## config.mk

```make
export PLATFORM = sky130hd
export DESIGN_NAME = conv_layer_job_scheduler
export DESIGN_NICKNAME = d
export VERILOG_FILES = /design/src/rtl/conv_layer_job_scheduler_pkg.sv /design/src/rtl/conv_layer_job_scheduler_rr_arbiter.sv /design/src/rtl/conv_layer_job_scheduler.sv
export SDC_FILE = /design/constraint.sdc
export NUM_CORES = 1
export LEC_CHECK = 0
export ABC_AREA = 1
export BUFFER_PORTS_ARGS = -buffer_cell sky130_fd_sc_hd__buf_2
export CORE_ASPECT_RATIO = 1.25
export CORE_MARGIN = 5
export CORE_UTILIZATION = 35
export CTS_CLUSTER_DIAMETER = 60
export CTS_CLUSTER_SIZE = 25
export DETAILED_ROUTE_END_ITERATION = 10
export PLACE_DENSITY_LB_ADDON = 0.08
export SKIP_LAST_GASP = 1
export SYNTH_ARGS = -nofsm -noshare
export SYNTH_HDL_FRONTEND = slang
export SYNTH_SLANG_ARGS = --single-unit
```

## constraint.sdc

```tcl
create_clock -name clk -period 2.2 [get_ports clk]
set_input_delay 0.44 -clock clk [delete_from_list [all_inputs] [get_ports clk]]
set_output_delay 0.44 -clock clk [all_outputs]
set_load 0.01 [all_outputs]
```

## src/rtl/conv_layer_job_scheduler_pkg.sv

```systemverilog
// conv_sched_pkg: shared types and default constants for the convolution
// layer job scheduler.
//   sched_state_t : scheduler FSM states
//   DEF_EXP_ROWS  : default valid pulses per image (features x rows)
//   DEF_GAP_CYC   : default enable-low drain cycles between jobs
//   owner_id_t    : requester id, wide enough for the 8-requester maximum
package conv_sched_pkg;

   typedef enum logic [1:0] {
      S_IDLE  = 2'd0,
      S_RUN   = 2'd1,
      S_DRAIN = 2'd2,
      S_DONE  = 2'd3
   } sched_state_t;

   localparam int unsigned DEF_EXP_ROWS = 24;
   localparam int unsigned DEF_GAP_CYC  = 2;
   localparam int unsigned OWNER_MAX_W  = 3;

   typedef logic [OWNER_MAX_W-1:0] owner_id_t;

endpackage

```

## src/rtl/conv_layer_job_scheduler_rr_arbiter.sv

```systemverilog
// rr_arbiter: combinational round-robin pick over NUM_REQ requests.
// The search starts at last_grant+1 (mod NUM_REQ).
//   req        in   request vector
//   last_grant in   index of the most recently accepted requester
//   grant      out  one-hot winner (zero when no request)
//   grant_idx  out  encoded winner index
module rr_arbiter
   import conv_sched_pkg::*;
#(
   parameter int unsigned NUM_REQ = 4,
   parameter int unsigned IDX_W   = $clog2(NUM_REQ)
) (
   input  logic [NUM_REQ-1:0] req,
   input  logic [IDX_W-1:0]   last_grant,
   output logic [NUM_REQ-1:0] grant,
   output logic [IDX_W-1:0]   grant_idx
);

   logic [IDX_W-1:0] cand;

   // Scan from the lowest priority candidate upward so the highest priority
   // hit is the last one written.
   always_comb begin
      grant     = '0;
      grant_idx = '0;
      cand      = '0;
      for (int unsigned k = NUM_REQ; k >= 1; k--) begin
         cand = IDX_W'((32'(last_grant) + k) % NUM_REQ);
         if (req[cand]) begin
            grant       = '0;
            grant[cand] = 1'b1;
            grant_idx   = cand;
         end
      end
   end

endmodule

```

## src/rtl/conv_layer_job_scheduler.sv

```systemverilog
// conv_layer_job_scheduler: shares one convolution layer between NUM_REQ
// job sources. Accepts one job at a time (round-robin), launches the layer at
// the job's base address, tags each valid row output with owner/feature/row,
// and retires the job on conv_image_fin after a GAP_CYC enable-low drain.
// Optional feature macro: CONV_SCHED_WATCHDOG_EN (RUN-state watchdog that
// forces a retire with err after TIMEOUT_CYC cycles without conv_valid).
// Ports:
//   clk, rst_n                      clock, async active-low reset
//   req_valid/req_base/req_ready    job request handshake (req 0 in LSBs)
//   done/err                        one-cycle retire / error pulse to owner
//   busy, owner                     not-IDLE flag, current or last owner
//   conv_enable, conv_base_addr     layer launch controls
//   conv_valid, conv_feature_idx,
//   conv_feature_row, conv_image_fin  layer outputs
//   wr_en/wr_owner/wr_feat/wr_row   registered tagged write to feature buffer
module conv_layer_job_scheduler
   import conv_sched_pkg::*;
#(
   parameter int unsigned NUM_REQ     = 4,
   parameter int unsigned ADDR_W      = 16,
   parameter int unsigned FEAT_W      = 3,
   parameter int unsigned ROW_W       = 3,
   parameter int unsigned EXP_ROWS    = DEF_EXP_ROWS,
   parameter int unsigned GAP_CYC     = DEF_GAP_CYC,
   parameter int unsigned TIMEOUT_CYC = 4096
) (
   input  logic                        clk,
   input  logic                        rst_n,
   input  logic [NUM_REQ-1:0]          req_valid,
   input  logic [NUM_REQ*ADDR_W-1:0]   req_base,
   output logic [NUM_REQ-1:0]          req_ready,
   output logic [NUM_REQ-1:0]          done,
   output logic [NUM_REQ-1:0]          err,
   output logic                        busy,
   output logic [$clog2(NUM_REQ)-1:0]  owner,
   output logic                        conv_enable,
   output logic [ADDR_W-1:0]           conv_base_addr,
   input  logic                        conv_valid,
   input  logic [FEAT_W-1:0]           conv_feature_idx,
   input  logic [ROW_W-1:0]            conv_feature_row,
   input  logic                        conv_image_fin,
   output logic                        wr_en,
   output logic [$clog2(NUM_REQ)-1:0]  wr_owner,
   output logic [FEAT_W-1:0]           wr_feat,
   output logic [ROW_W-1:0]            wr_row
);

   localparam int unsigned OW    = $clog2(NUM_REQ);
   localparam int unsigned GAP_W = (GAP_CYC > 1) ? $clog2(GAP_CYC) : 1;

   sched_state_t       state, state_nx;
   logic [OW-1:0]      last_grant, grant_idx;
   logic [NUM_REQ-1:0] grant, owner_hot;
   logic [ADDR_W-1:0]  base_sel;
   logic [7:0]         row_cnt;
   logic [GAP_W-1:0]   gap_cnt;
   logic               accept, run_valid, row_ok, wd_hit, wd_fired;

   rr_arbiter #(
      .NUM_REQ (NUM_REQ),
      .IDX_W   (OW)
   ) u_arb (
      .req        (req_valid),
      .last_grant (last_grant),
      .grant      (grant),
      .grant_idx  (grant_idx)
   );

   assign req_ready = (state == S_IDLE) ? grant : '0;
   assign accept    = |(req_valid & req_ready);
   assign run_valid = (state == S_RUN) && conv_valid;
   assign busy      = (state != S_IDLE);
   assign owner_hot = NUM_REQ'(1) << owner;
   assign row_ok    = (row_cnt == 8'(EXP_ROWS));
   assign done      = (state == S_DONE) ? owner_hot : '0;
   assign err       = ((state == S_DONE) && (!row_ok || wd_fired)) ? owner_hot : '0;

   always_comb begin
      base_sel = '0;
      for (int unsigned k = 0; k < NUM_REQ; k++) begin
         if (grant[k]) base_sel = req_base[k*ADDR_W +: ADDR_W];
      end
   end

   always_comb begin
      state_nx = state;
      case (state)
         S_IDLE:  if (accept) state_nx = S_RUN;
         S_RUN:   if (conv_image_fin || wd_hit) state_nx = S_DRAIN;
         S_DRAIN: if (gap_cnt == GAP_W'(GAP_CYC - 1)) state_nx = S_DONE;
         S_DONE:  state_nx = S_IDLE;
         default: state_nx = S_IDLE;
      endcase
   end

   always_ff @(posedge clk or negedge rst_n) begin
      if (!rst_n) state <= S_IDLE;
      else        state <= state_nx;
   end

   always_ff @(posedge clk or negedge rst_n) begin
      if (!rst_n) begin
         last_grant     <= OW'(NUM_REQ - 1);
         owner          <= '0;
         conv_base_addr <= '0;
         conv_enable    <= 1'b0;
         row_cnt        <= '0;
         gap_cnt        <= '0;
         wr_en          <= 1'b0;
         wr_owner       <= '0;
         wr_feat        <= '0;
         wr_row         <= '0;
      end else begin
         // Enable tracks the registered RUN state: set on accept, dropped
         // on the RUN->DRAIN edge.
         conv_enable <= (state_nx == S_RUN);
         gap_cnt     <= (state == S_DRAIN) ? gap_cnt + 1'b1 : '0;
         wr_en       <= run_valid;
         if (run_valid) begin
            wr_owner <= owner;
            wr_feat  <= conv_feature_idx;
            wr_row   <= conv_feature_row;
            if (row_cnt != '1) row_cnt <= row_cnt + 1'b1;
         end
         if (accept) begin
            last_grant     <= grant_idx;
            owner          <= grant_idx;
            conv_base_addr <= base_sel;
            row_cnt        <= '0;
         end
      end
   end

`ifdef CONV_SCHED_WATCHDOG_EN
   logic [12:0] wd_cnt;

   assign wd_hit = (state == S_RUN) && !conv_valid && (wd_cnt == 13'(TIMEOUT_CYC - 1));

   always_ff @(posedge clk or negedge rst_n) begin
      if (!rst_n) begin
         wd_cnt   <= '0;
         wd_fired <= 1'b0;
      end else if (accept) begin
         wd_cnt   <= '0;
         wd_fired <= 1'b0;
      end else if (state == S_RUN) begin
         wd_cnt <= conv_valid ? '0 : wd_cnt + 1'b1;
         if (wd_hit) wd_fired <= 1'b1;
      end
   end
`else
   assign wd_hit   = 1'b0;
   assign wd_fired = 1'b0;
`endif

endmodule

```

==> qor.log <==
[pwr] internal power of the cells 0.004352 W
[logic_synthesis] post-synthesis sequential element count 41
[logic_synthesis] count of warnings emitted by yosys 0
[critical_path] CP Capture Type output port
[layout] sequential standard cell area 0.001028 mm²
[sta] Final Hold Violating Endpoints 0
[layout] commonest cells after routing, fill and taps aside 163 x sky130_fd_sc_hd__nand2_1, 116 x sky130_fd_sc_hd__buf_2, 39 x sky130_fd_sc_hd__dfrtp_1
[sta] part of the cycle the worst path needs 111.6%
[layout] fraction of layout instances using a drive strength above 1 42.93%
[critical_path] start point of the critical path last_grant[0]$_DFFE_PN1P_
[die] height of the die 111.1 µm
[sta] pin slew with the least headroom to its limit 0.5215 ns
[critical_path] launching point of the worst reg2reg path last_grant[0]$_DFFE_PN1P_
[logic_synthesis] post-synthesis sequential area ratio 35.97%
[grt] number of antenna violations at the first check in global routing 0
[cts] Max clock buf depth 2
[layout] count of filler cells inserted in the layout 747
[cts] total number of clock tree sinks 41
[hold_path] type of the worst min-delay path primary input to async pin
[critical_path] maximum single-stage delay on the critical path 0.58 ns
[critical_path] peak fanout along the critical path 5
[placement] total of buffers placed on input and output ports 118
[detailed_routing] average wire length per cell after detail routing 13.98 µm
[critical_path] arrival time of data at the critical path endpoint 2.01 ns
[layout] commonest non-fill, non-tap cell in the layout sky130_fd_sc_hd__nand2_1
[sta] clock skew 0.007846 ns
[cts] cell at the root of the clock tree sky130_fd_sc_hd__clkbuf_8
[critical_path] critical path type flip-flop to output port
[run_status] failing checks setup timing
[grt] first-pass GRT wire length 15100 µm
[detailed_routing] antenna viol nets, final 0
[cts] clock-pin slew of the registers on the worst-case setup and hold paths 0.08 ns
[logic_synthesis] number of different library cells in the post-synthesis netlist 30
[die] Site Rows 36
[sta] least setup slack across all paths after layout -0.2542 ns
[pwr] NetSw 0.004626 W
[pwr] power after layout 0.008979 W
[critical_path] slack of the worst reg-to-reg path -0.17 ns
[die] Initial Util 36.27%
[pwr] Worst IR Drop VDD 1596 µV
[logic_synthesis] Net Count, Synth 511
[detailed_routing] vias after detailed routing 3257
[job] number of maximum-capacitance violations 0
[sta] setup tns final -4.755 ns
[pwr] switching power share of the total 51.52%
[run_status] result of the run finished with violations
[cts] clock tree from TritonCTS built
[cts] clock latency reported for the late side of the worst-skew pair 0.29 ns
[die] Die Area 0.01009 mm²
[pwr] fraction of power consumed by the clock network 5.6%
[pwr] power per cell area 2042 mW/mm²
[placement] placement-stage worst setup slack -0.2068 ns
[logic_synthesis] mean post-synth cell area 6.727 µm²
[logic_synthesis] leading cell types by total area after synthesis sky130_fd_sc_hd__dfrtp_1 34%, sky130_fd_sc_hd__nand2_1 23%, sky130_fd_sc_hd__a21oi_1 6.3%, sky130_fd_sc_hd__nand3_1 6.1%, sky130_fd_sc_hd__nor2_1 4.7%
[critical_path] slowest stage cell, crit path sky130_fd_sc_hd__dfstp_2
[logic_synthesis] Mapped Cells 425
[sta] maximum achievable frequency 0.4075 GHz
[critical_path] cell breakdown of the critical path inv_4, ha_4, inv_4, nand3_4, nand2_4, inv_2, nand2_1, nand2_1, o21ai_2, a21oi_1, buf_2
[pwr] combinational fraction of design power 80.0%
[placement] final HPWL from detailed placement 6746 µm
[logic_synthesis] synthesized area 0.002859 mm²
[detailed_routing] DRC violation count after routing 0
[detailed_routing] via/cell ratio 4.825
[pwr] leakage component of the power 2.374 nW
[critical_path] required time at the worst-slack endpoint 1.76 ns
[grt] Remaining Overflow, GRT 0
[sta] Min Clock Period, post-route 2.454 ns
[cts] clock buffer count from CTS 5
[sta] total count of max-transition violations in the final report 0
[sta] setup repair after global routing missed its margin yes
[grt] maximum number of pins on one net before global-route repair 33
[grt] number of global-route vias before repair 3213
[logic_synthesis] area share of the leading cell type in the synthesized netlist 34.14%
[detailed_routing] DR pass1 iterations 4
[logic_synthesis] post-synth top area cell sky130_fd_sc_hd__dfrtp_1
[sta] tightest slew margin relative to the limit 65.23%
[pwr] sequential fraction of design power 14.5%
[grt] All-Layer GR Usage 17.77%
[detailed_routing] number of DRC markers in iteration 0 89
[layout] Antenna Cells 0
[detailed_routing] wire length after detailed routing 9438 µm
[die] Boundary Pins 119
[die] chip width 90.84 µm
[cts] post-cts hold buffer count 0
[layout] area occupied by multi-input gates 0.001996 mm²
[cts] H-tree levels 2
[placement] global placement routability congestion 0.8278
[critical_path] type of origin of the critical path flip-flop
[layout] net count of the finished layout 665
[die] Core ar. 0.007883 mm²
[sta] final-report setup violation count 34
[layout] Area Overhead vs Synth 53.83%
[worst paths after layout]
path	to	cells past startpoint
worst min register to register	gap_cnt$_DFF_PN0_	1
worst min-delay path	conv_base_addr[2]$_DFFE_PN0P_	1
worst max register to register	conv_base_addr[7]$_DFFE_PN0P_	17
worst max-delay path	req_ready[3]	11
min in group clk	wr_feat[0]$_DFFE_PN0P_	3
max in group asynchronous	conv_enable$_DFF_PN0_	2
[cells in the mapped netlist, drive strengths merged]
cell type	count
a21boi	1
a21oi	38
buf	13
clkbuf	2
clkinv	1
dfrtp	39
dfstp	2
ha	8
inv	25
nand2	191
nand3	39
nand3b	1
nand4	1
nor2	37
nor3	11
nor4	2
o21ai	7
o31ai	1
xnor2	1
xor2	5
[state kept, by name, summed over array words and instances (netlist names)]
| signal | count |
|---|---|
| row_cnt | 8 |
| wr_row | 3 |
| state | 2 |
| wr_owner | 2 |
| last_grant | 2 |
| conv_base_addr | 16 |
| gap_cnt | 1 |
| owner | 2 |
| wr_en | 1 |
| conv_enable | 1 |
| wr_feat | 3 |
[power groups by stage]
stage	Combinational [W]	Clock [W]	Sequential, W
floorplan	0.00384	0	0.00141
global placement	0.00545	0	0.00130
detailed placement	0.00552	0	0.00131
CTS	0.00665	0.000517	0.00130
global route	0.00789	0.000550	0.00134
finish	0.00718	0.000499	0.00130
[timing repair]
action | in CTS | in global routing
setup endpoints to repair | 34 | 34
pin swaps | 23 | 13
setup buffers | 7 | 6
hold endpoints to repair | 0 | 0
cloned | 6 | 1
gates resized for setup | 50 | 38
[critical path: cells and delay by family (launching register included)]
family / cells / cell delay [ns]
flip-flops: 1 / 0.58
adder cells (fa/ha/maj): 1 / 0.30
AND/OR/NAND/NOR: 4 / 0.25
AO/OA/AOI/OAI: 2 / 0.24
buffers and inverters: 4 / 0.36
[per-stage QoR]
| step | instance area, µm² | hold WS (ns) | std cells | util [%] |
|---|---|---|---|---|
| floorplan | 2918 | 0.1444 | 425 | - |
| global placement | 3770 | 0.4127 | 647 | 47.83 |
| detailed placement | 3770 | 0.4214 | 647 | 47.83 |
| CTS | 4198 | 0.1276 | 668 | 53.25 |
| global route | 4398 | 0.1511 | 675 | 55.79 |
| finish | 4398 | 0.1241 | 675 | 55.79 |
[cell type report]
| type | instances | area share (%) |
|---|---|---|
| clock buffer | 8 | 2.048 |
| timing repair buffer | 156 | 23.70 |
| inverter | 26 | 2.788 |
| tap | 95 | 2.703 |
| sequential | 41 | 23.39 |
| multi-input combinational | 349 | 45.38 |
[logic make-up (layout without fill, tap and decap cells)]
group	Yosys count	count (layout)	share of synthesized area (%)
compound gates	47	47	9.059
fa+ha+maj	8	8	3.501
simple gates	282	288	42.58
xor+xnor	6	6	1.838
buf+inv	41	190	7.046
flops	41	41	35.97
[layer usage]
metal / global-route usage, % / share of wire (%) / vias up
met2: 31.07 / 52 / 110
met3: 2.851 / 5.5 / 12
met1: 22.47 / 41 / 1464
met5: 0 / 0 / -
met4: 4.892 / 1.7 / 0
li1: - / - / 1671
(Power assumes the default switching activity.)
